===== src/rtl/fp_mult_pipe.sv =====
`default_nettype none
// ============================================================================
// Module      : fp_mult_pipe
// Description : Parametrised 3-stage pipelined floating-point multiplier with
//               valid/ready flow control, round-to-nearest-even, FTZ handling
//               of subnormals, special-case handling, status flags and a
//               sideband tag carried with each operand pair.
// Revision    : 1.0 - initial release
// ============================================================================
module fp_mult_pipe #(
  parameter int EXP_W = 8,
  parameter int MAN_W = 23,
  parameter int TAG_W = 8
) (
  input  logic                   clk,
  input  logic                   rst_n,
  input  logic                   in_valid,
  output logic                   in_ready,
  input  logic [EXP_W+MAN_W:0]   a,
  input  logic [EXP_W+MAN_W:0]   b,
  input  logic [TAG_W-1:0]       in_tag,
  output logic                   out_valid,
  input  logic                   out_ready,
  output logic [EXP_W+MAN_W:0]   result,
  output logic [TAG_W-1:0]       out_tag,
  output logic [3:0]             flags
);

  localparam int W  = 1 + EXP_W + MAN_W;
  localparam int PW = 2 * MAN_W + 2;
  localparam int EW = EXP_W + 2;
  localparam logic [EW-1:0]        BIAS    = EW'((1 << (EXP_W - 1)) - 1);
  localparam logic signed [EW-1:0] EXP_MAX = EW'((1 << EXP_W) - 1);
  localparam logic [W-1:0]         QNAN    = {1'b0, {EXP_W{1'b1}}, 1'b1, {(MAN_W-1){1'b0}}};

  // The whole pipeline advances as one unit whenever the output slot frees up.
  logic w_adv;
  assign w_adv    = ~out_valid | out_ready;
  assign in_ready = w_adv;

  // ---------------- Stage 1: unpack, classify, multiply --------------------
  logic             w_a_sign, w_b_sign, w_sign;
  logic [EXP_W-1:0] w_a_exp, w_b_exp;
  logic [MAN_W-1:0] w_a_frac, w_b_frac;
  logic             w_a_zero, w_b_zero, w_a_inf, w_b_inf, w_a_nan, w_b_nan;
  logic [PW-1:0]    w_prod;
  logic signed [EW-1:0] w_exp_sum;
  logic             w_s1_special, w_s1_spec_inv;
  logic [W-1:0]     w_s1_spec_res;

  assign w_a_sign = a[W-1];
  assign w_b_sign = b[W-1];
  assign w_a_exp  = a[W-2:MAN_W];
  assign w_b_exp  = b[W-2:MAN_W];
  assign w_a_frac = a[MAN_W-1:0];
  assign w_b_frac = b[MAN_W-1:0];
  assign w_sign   = w_a_sign ^ w_b_sign;

  // Zero exponent covers both true zeros and subnormals (flushed to zero).
  assign w_a_zero = (w_a_exp == '0);
  assign w_b_zero = (w_b_exp == '0);
  assign w_a_inf  = (&w_a_exp) & ~(|w_a_frac);
  assign w_b_inf  = (&w_b_exp) & ~(|w_b_frac);
  assign w_a_nan  = (&w_a_exp) & (|w_a_frac);
  assign w_b_nan  = (&w_b_exp) & (|w_b_frac);

  assign w_prod    = PW'({1'b1, w_a_frac}) * PW'({1'b1, w_b_frac});
  assign w_exp_sum = {2'b00, w_a_exp} + {2'b00, w_b_exp} - BIAS;

  // Special operands fix the result up front; arithmetic is then ignored.
  always_comb begin
    w_s1_special  = 1'b0;
    w_s1_spec_inv = 1'b0;
    w_s1_spec_res = '0;
    if (w_a_nan | w_b_nan | (w_a_inf & w_b_zero) | (w_a_zero & w_b_inf)) begin
      w_s1_special  = 1'b1;
      w_s1_spec_inv = 1'b1;
      w_s1_spec_res = QNAN;
    end else if (w_a_inf | w_b_inf) begin
      w_s1_special  = 1'b1;
      w_s1_spec_res = {w_sign, {EXP_W{1'b1}}, {MAN_W{1'b0}}};
    end else if (w_a_zero | w_b_zero) begin
      w_s1_special  = 1'b1;
      w_s1_spec_res = {w_sign, {(W-1){1'b0}}};
    end
  end

  logic                 r_s1_valid, r_s1_sign, r_s1_special, r_s1_spec_inv;
  logic [TAG_W-1:0]     r_s1_tag;
  logic [PW-1:0]        r_s1_prod;
  logic signed [EW-1:0] r_s1_exp;
  logic [W-1:0]         r_s1_spec_res;

  // Stage 1 register: captures the raw product and classification.
  always_ff @(posedge clk or negedge rst_n) begin
    if (!rst_n) begin
      r_s1_valid    <= 1'b0;
      r_s1_sign     <= 1'b0;
      r_s1_special  <= 1'b0;
      r_s1_spec_inv <= 1'b0;
      r_s1_tag      <= '0;
      r_s1_prod     <= '0;
      r_s1_exp      <= '0;
      r_s1_spec_res <= '0;
    end else if (w_adv) begin
      r_s1_valid    <= in_valid;
      r_s1_sign     <= w_sign;
      r_s1_special  <= w_s1_special;
      r_s1_spec_inv <= w_s1_spec_inv;
      r_s1_tag      <= in_tag;
      r_s1_prod     <= w_prod;
      r_s1_exp      <= w_exp_sum;
      r_s1_spec_res <= w_s1_spec_res;
    end
  end

  // ---------------- Stage 2: normalise, extract guard/sticky ---------------
  // Product of two [1,2) significands lies in [1,4); the top bit drops here.
  logic [PW-2:0]        w_norm;
  logic [MAN_W-1:0]     w_s2_frac;
  logic                 w_s2_guard, w_s2_sticky;
  logic signed [EW-1:0] w_s2_exp;

  assign w_norm      = r_s1_prod[PW-1] ? r_s1_prod[PW-2:0] : {r_s1_prod[PW-3:0], 1'b0};
  assign w_s2_frac   = w_norm[PW-2 -: MAN_W];
  assign w_s2_guard  = w_norm[PW-2-MAN_W];
  assign w_s2_sticky = |w_norm[PW-3-MAN_W:0];
  assign w_s2_exp    = r_s1_exp + EW'(r_s1_prod[PW-1]);

  logic                 r_s2_valid, r_s2_sign, r_s2_special, r_s2_spec_inv;
  logic                 r_s2_guard, r_s2_sticky;
  logic [TAG_W-1:0]     r_s2_tag;
  logic [MAN_W-1:0]     r_s2_frac;
  logic signed [EW-1:0] r_s2_exp;
  logic [W-1:0]         r_s2_spec_res;

  // Stage 2 register: normalised mantissa with rounding information.
  always_ff @(posedge clk or negedge rst_n) begin
    if (!rst_n) begin
      r_s2_valid    <= 1'b0;
      r_s2_sign     <= 1'b0;
      r_s2_special  <= 1'b0;
      r_s2_spec_inv <= 1'b0;
      r_s2_guard    <= 1'b0;
      r_s2_sticky   <= 1'b0;
      r_s2_tag      <= '0;
      r_s2_frac     <= '0;
      r_s2_exp      <= '0;
      r_s2_spec_res <= '0;
    end else if (w_adv) begin
      r_s2_valid    <= r_s1_valid;
      r_s2_sign     <= r_s1_sign;
      r_s2_special  <= r_s1_special;
      r_s2_spec_inv <= r_s1_spec_inv;
      r_s2_guard    <= w_s2_guard;
      r_s2_sticky   <= w_s2_sticky;
      r_s2_tag      <= r_s1_tag;
      r_s2_frac     <= w_s2_frac;
      r_s2_exp      <= w_s2_exp;
      r_s2_spec_res <= r_s1_spec_res;
    end
  end

  // ---------------- Stage 3: round, range-check, pack ----------------------
  logic                 w_round_up, w_carry;
  logic [MAN_W-1:0]     w_frac_rnd;
  logic signed [EW-1:0] w_e3;
  logic [W-1:0]         w_res;
  logic [3:0]           w_flags;

  assign w_round_up           = r_s2_guard & (r_s2_sticky | r_s2_frac[0]);
  assign {w_carry, w_frac_rnd} = {1'b0, r_s2_frac} + {{MAN_W{1'b0}}, w_round_up};
  assign w_e3                 = r_s2_exp + EW'(w_carry);

  // Final packing; flags are {invalid, overflow, underflow, inexact}.
  always_comb begin
    w_res   = '0;
    w_flags = 4'b0000;
    if (r_s2_special) begin
      w_res   = r_s2_spec_res;
      w_flags = {r_s2_spec_inv, 3'b000};
    end else if (w_e3 >= EXP_MAX) begin
      w_res   = {r_s2_sign, {EXP_W{1'b1}}, {MAN_W{1'b0}}};
      w_flags = 4'b0101;
    end else if (w_e3[EW-1] || (w_e3 == '0)) begin
      w_res   = {r_s2_sign, {(W-1){1'b0}}};
      w_flags = 4'b0011;
    end else begin
      w_res   = {r_s2_sign, w_e3[EXP_W-1:0], w_frac_rnd};
      w_flags = {3'b000, r_s2_guard | r_s2_sticky};
    end
  end

  // Output register: holds its contents while the consumer stalls.
  always_ff @(posedge clk or negedge rst_n) begin
    if (!rst_n) begin
      out_valid <= 1'b0;
      result    <= '0;
      out_tag   <= '0;
      flags     <= 4'b0000;
    end else if (w_adv) begin
      out_valid <= r_s2_valid;
      result    <= w_res;
      out_tag   <= r_s2_tag;
      flags     <= w_flags;
    end
  end

endmodule
`default_nettype wire


===== config.mk =====
export PLATFORM = sky130hd
export DESIGN_NAME = fp_mult_pipe
export DESIGN_NICKNAME = d
export VERILOG_FILES = /design/src/rtl/fp_mult_pipe.sv
export SDC_FILE = /design/constraint.sdc
export NUM_CORES = 2
export LEC_CHECK = 0
export ABC_AREA = 1
export BUFFER_PORTS_ARGS = -buffer_cell sky130_fd_sc_hd__buf_2
export CORE_UTILIZATION = 60
export CTS_CLUSTER_SIZE = 28
export DETAILED_ROUTE_END_ITERATION = 10
export GPL_TIMING_DRIVEN = 0
export HOLD_SLACK_MARGIN = 0.05
export PLACE_DENSITY = 0.84
export SKIP_CTS_REPAIR_TIMING = 1
export SYNTH_ARGS = -nofsm -noshare
export SYNTH_HDL_FRONTEND = slang
export SYNTH_SLANG_ARGS = --single-unit

===== constraint.sdc =====
create_clock -name clk -period 3.3 [get_ports clk]
set_input_delay 0.165 -clock clk [delete_from_list [all_inputs] [get_ports clk]]
set_output_delay 0.165 -clock clk [all_outputs]
set_load 0.02 [all_outputs]

## Yosys cells after proc, flatten, opt, wreduce, memory -nomap -nowiden

Index checks and enable logic that the tools add are counted.

- Flip-flop bits (word level): 226
- Input port bits: 76
- Output and inout port bits: 46
- Logic and storage cells: 71

- $add $sub $neg: 5
- Multipliers: 1
- Order comparisons: 1
- Multiplexer cells: 14
- Bitwise operators: 19
- Reductions and logical operators: 9

Operator list:

| operator | number |
|---|---|
| $mux W32 | 4 |
| $reduce_or A23 Y1 | 3 |
| $mux W31 | 2 |
| $mul A24 B24 Y48 | 1 |
| $mux W47 | 1 |
| $add A23 B1 Y24 | 1 |
| $add A10 B1 Y10 | 2 |
| $logic_not A8 Y1 | 2 |
| $reduce_and A8 Y1 | 2 |
| $ge A10 B9 Y1 const B | 1 |
| $logic_not A10 Y1 | 1 |
| $sub A9 B7 Y10 const B | 1 |
| $add A8 B8 Y9 | 1 |
| $or A1 B1 Y1 | 8 |
| $and A1 B1 Y1 | 7 |
| $mux W1 | 4 |
| $mux W4 | 1 |
| $mux W3 | 1 |
| $not A1 Y1 | 3 |
| $mux W2 | 1 |
| $logic_or A1 B1 Y1 | 1 |
| $xor A1 B1 Y1 | 1 |

## Logic depth before layout (Yosys ltp)

- Depth after elaboration: 9
- Mapped depth: 31
- Depth with buffers taken out: 29

## Least setup slack after synthesis

No wires, ideal clock.

- Kind: input to register
- Start point: input port b[3]
- End point: register r_s1_prod[26]
- Library setup time: 0.132 ns
- Arrival time: 5.737 ns
- Required time: 3.168 ns
- Path slack: -2.569 ns
- Stages: 29
- Path buffers: 2
- Cells stage by stage: clkbuf_1 -> clkbuf_1 -> nand2_1 -> fa_1 -> inv_1 -> fa_1 -> inv_1 -> fa_1 -> inv_1 -> fa_1 -> inv_1 -> fa_1 -> inv_1 -> fa_1 -> inv_1 -> fa_1 -> inv_1 -> ha_1 -> nand2_1 -> inv_1 -> nand2_1 -> nand2_1 -> inv_1 -> nand2_1 -> nand2_1 -> nand3_1 -> or2_2 -> nand3_1 -> o21ai_0

- Cells in the longest elaborated chain, start to end: 1

Ends and longest elaborated chain:

| element | line | text |
|---|---|---|
| from (decl) | 20 | `input logic [EXP_W+MAN_W:0] b,` |
| $mul A24 B24 Y48 | 67 | `assign w_prod = PW'({1'b1, w_a_frac}) * PW'({1'b1, w_b_frac});` |
| to (signal assigned) | 111 | `r_s1_prod <= w_prod;` |
| to (decl) | 90 | `logic [PW-1:0] r_s1_prod;` |

No other way between the ends.
A chain may end at the register's enable or synchronous reset.

## Final worst setup path

- Start point: input port a[22]
- End point: register r_s1_prod[46]

- Cells in the longest elaborated chain, start to end: 1

Ends and longest elaborated chain:

| element | line | text |
|---|---|---|
| from (decl) | 19 | `input logic [EXP_W+MAN_W:0] a,` |
| $mul A24 B24 Y48 | 67 |  |

No other way between the ends.

==> run_results.csv <==
group,metric,value,unit
status,status,"finished, violations left",
status,violations,"design-rule violations, negative setup slack",
setup_path,cp-end-kind,"register",
clocking,cts.clk_slew.worst_paths,0.07,ns
sta,fmax,172,MHz
sta,fin_skew,0.0124,ns
setup_path,worstSetupPathType,"input pin to register",
detailed_routing,drt-pass1-iter-count,11,
clocking,htree_levels,4,
cells_and_area,fillCellCount,2975,
setup_path,cp_num_buf_inv,8,
synthesis,synthArstFlopShare,100,%
synthesis,ys_warn_count,0,
clocking,numCtsBuffers,17,
synthesis,synth_ff_type,"dfrtp_1",
sta,slew_headroom,35.9,%
global_routing,antenna_found_initial,6,
placement,dpl_cell_area,31100,µm²
synthesis,synth-edff-count,0,
global_routing,grt_max_degree,96,
setup_path,cpPeakStageDelay,0.69,ns
placement,port_buffers,114,
synthesis,synth_commonest_cells,"1,245 x nand2_1, 1,111 x inv_1, 483 x fa_1",
setup_path,cp.required,3.63,ns
placement,gp_routability_congestion,1.00,
synthesis,yosysSeqAreaShare,14.5,%
floorplanning,core-area,46900,µm²
synthesis,synth_area_leader_cell,"fa_1",
detailed_routing,avgViaCountPerCell,5.85,
floorplanning,start_util,61.1,%
floorplanning,io_pins,122,
detailed_routing,wl_per_cell,22.3,µm
setup_path,crit_path_frequent_cell,"fa_1",
synthesis,synth_most_common_cell,"nand2_1",
synthesis,syn_inst,3910,
cells_and_area,stdcell_area,36200,µm²
clocking,clk_path_buf_depth,2,
sta,setup_viol,74,
detailed_routing,ant_nets,0,
global_routing,grt-ovfl-total,0,
synthesis,syn_nets,4663,
sta,worstMarginPinSlew,0.961,ns
synthesis,yosys.area.top_type_share,33.8,%
floorplanning,die_h,220,µm
sta,final.min_clock_period,5.82,ns
detailed_routing,drtIter0Drc,3726,
global_routing,grt_pass1_vias,25744,
setup_path,crit_family,"adder cells",
setup_path,cp_slowest_cell,"fa_1",
cells_and_area,drive_gt1_share,21.6,%
synthesis,ys_ff_latch,166,
detailed_routing,drc_errors,2,
setup_path,cp_max_fo,10,
global_routing,grt_first_pass_wirelength,136,mm
floorplanning,die-area,48600,µm²
floorplanning,die_width,220,µm
synthesis,synth_cell_types,37,
setup_path,start_kind,"input pin",
sta,rsz0062_at_grt,"yes",
detailed_routing,wl,108,mm
sta,fin_setup_tns,-89.56,ns
setup_path,arrival,6.15,ns
sta,setup_ws,-2.52,ns
sta,slew_viol_final,0,
synthesis,synthesis.area,28600,µm²
global_routing,track_usage,37.5,%
sta,fin_crit_sh,176,%
placement,place_hpwl,71.0,mm
clocking,cts_tree,"built",
run,maxCapViolCount,0,
clocking,clkLatencyLatePin,0.45,ns
sta,hold_violations,0,
cells_and_area,nets,4981,
synthesis,ys_top_cells_by_area,"fa_1 34%, nand2_1 16%, inv_1 15%",
min_path,hold_path.class,"input pin to register",
floorplanning,rows,79,
clocking,cts.sinks,166,
clocking,cts-root-buf,"clkbuf_16",
cells_and_area,areaGrowthSynthToFinish,26.5,%
cells_and_area,final_util,77.3,%
detailed_routing,num_vias,28392,
synthesis,syn_area_per_cell,7.32,µm²
[cell type report]
class	instances	area [µm²]	area share [%]
multi-input cells	2492	21800	60.3
inverters	1112	4180	11.5
flip-flops and latches	166	4150	11.5
repair buffers	299	2920	8.07
plain buffers	140	1820	5.02
well taps	607	759	2.10
clock buffers	22	464	1.28
clock inverters	10	75.1	0.207
diodes	2	5.00	0.0138
[tightest hold or removal path, cell delays in order]
cell,delay (ns)
buf_2,0.08
xor2_1,0.11
nand2_1,0.08
nand2_1,0.04
[cells in the final DEF, fill, tap and decap left out, drive strengths merged, types with 4 or more instances in the layout]
| cell | netlist | routed |
|---|---|---|
| clkinv | 0 | 5 |
| dfrtp | 166 | 166 |
| nand3b | 9 | 9 |
| fa | 483 | 483 |
| dlygate4sd3 | 0 | 10 |
| o21ai | 89 | 89 |
| a211oi | 5 | 5 |
| buf | 15 | 382 |
| o21a | 4 | 4 |
| o21bai | 5 | 5 |
| inv | 1112 | 1113 |
| xnor2 | 14 | 14 |
| a21oi | 47 | 47 |
| xor2 | 11 | 11 |
| clkinvlp | 0 | 4 |
| nor4 | 7 | 7 |
| nand2 | 1249 | 1249 |
| nand4 | 32 | 32 |
| clkbuf | 125 | 69 |
| ha | 194 | 194 |
| o22ai | 6 | 6 |
| nand3 | 121 | 121 |
| or2 | 13 | 13 |
| nor3 | 17 | 17 |
| nor2 | 167 | 167 |
| o211ai | 11 | 11 |
[stage by stage]
stage          std cells  worst slack [ns]  hold WS (ns)
6_report            4850             -2.52        0.0768
5_1_grt             4848             -2.59        0.0995
4_1_cts             4664             -2.84        -0.286
3_5_place_dp        4632             -3.29         0.166
3_3_place_gp        4631             -3.25         0.365
2_1_floorplan       3910             -2.13        -0.131
[kinds of logic (layout without fill, tap and decap cells)]
logic type	after synthesis	count (layout)	synth area share, %
buffers and inverters	1252	1583	16.5
XOR/XNOR	25	25	0.765
adder cells (fa/ha/maj)	677	677	42.2
AND/OR/NAND/NOR	1620	1620	22.8
flip-flops	166	166	14.5
other	0	2	0
AO/OA/AOI/OAI	170	170	3.25
[worst paths after layout]
| kind | start | end | slack (ns) | cells after the start |
|---|---|---|---|---|
| worst min-delay path | a[31] | r_s1_sign$_DFFE_PN0P_ | 0.08 | 4 |
| max in group asynchronous | rst_n | r_s2_exp[6]$_DFFE_PN0P_ | 2.19 | 3 |
| worst max register to register | r_s2_sticky$_DFFE_PN0P_ | result[13]$_DFFE_PN0P_ | -0.27 | 24 |
| worst max-delay path | a[22] | r_s1_prod[46]$_DFFE_PN0P_ | -2.52 | 27 |
| worst min register to register | result[12]$_DFFE_PN0P_ | result[12]$_DFFE_PN0P_ | 0.47 | 2 |
| min in group asynchronous | rst_n | result[2]$_DFFE_PN0P_ | 0.27 | 2 |
[flip-flops by register name (all words and copies together) (netlist names), 3 cells and up]
| register | flops |
|---|---|
| flags | 4 |
| r_s2_spec_res | 3 |
| r_s2_exp | 10 |
| r_s2_frac | 23 |
| r_s1_prod | 48 |
| r_s2_tag | 8 |
| r_s1_exp | 10 |
| out_tag | 8 |
| r_s1_spec_res | 3 |
| result | 32 |
| r_s1_tag | 8 |
[metal layers]
layer  part of all wire (%)  global-route usage (%)
met1                     34                    50.4
met2                     42                    56.0
met3                     16                    10.0
met4                    8.1                    19.1
met5                  0.062                    1.11
Power is not shown: default switching activity piles up to over one toggle a cycle in this logic, so the estimate is an artifact.
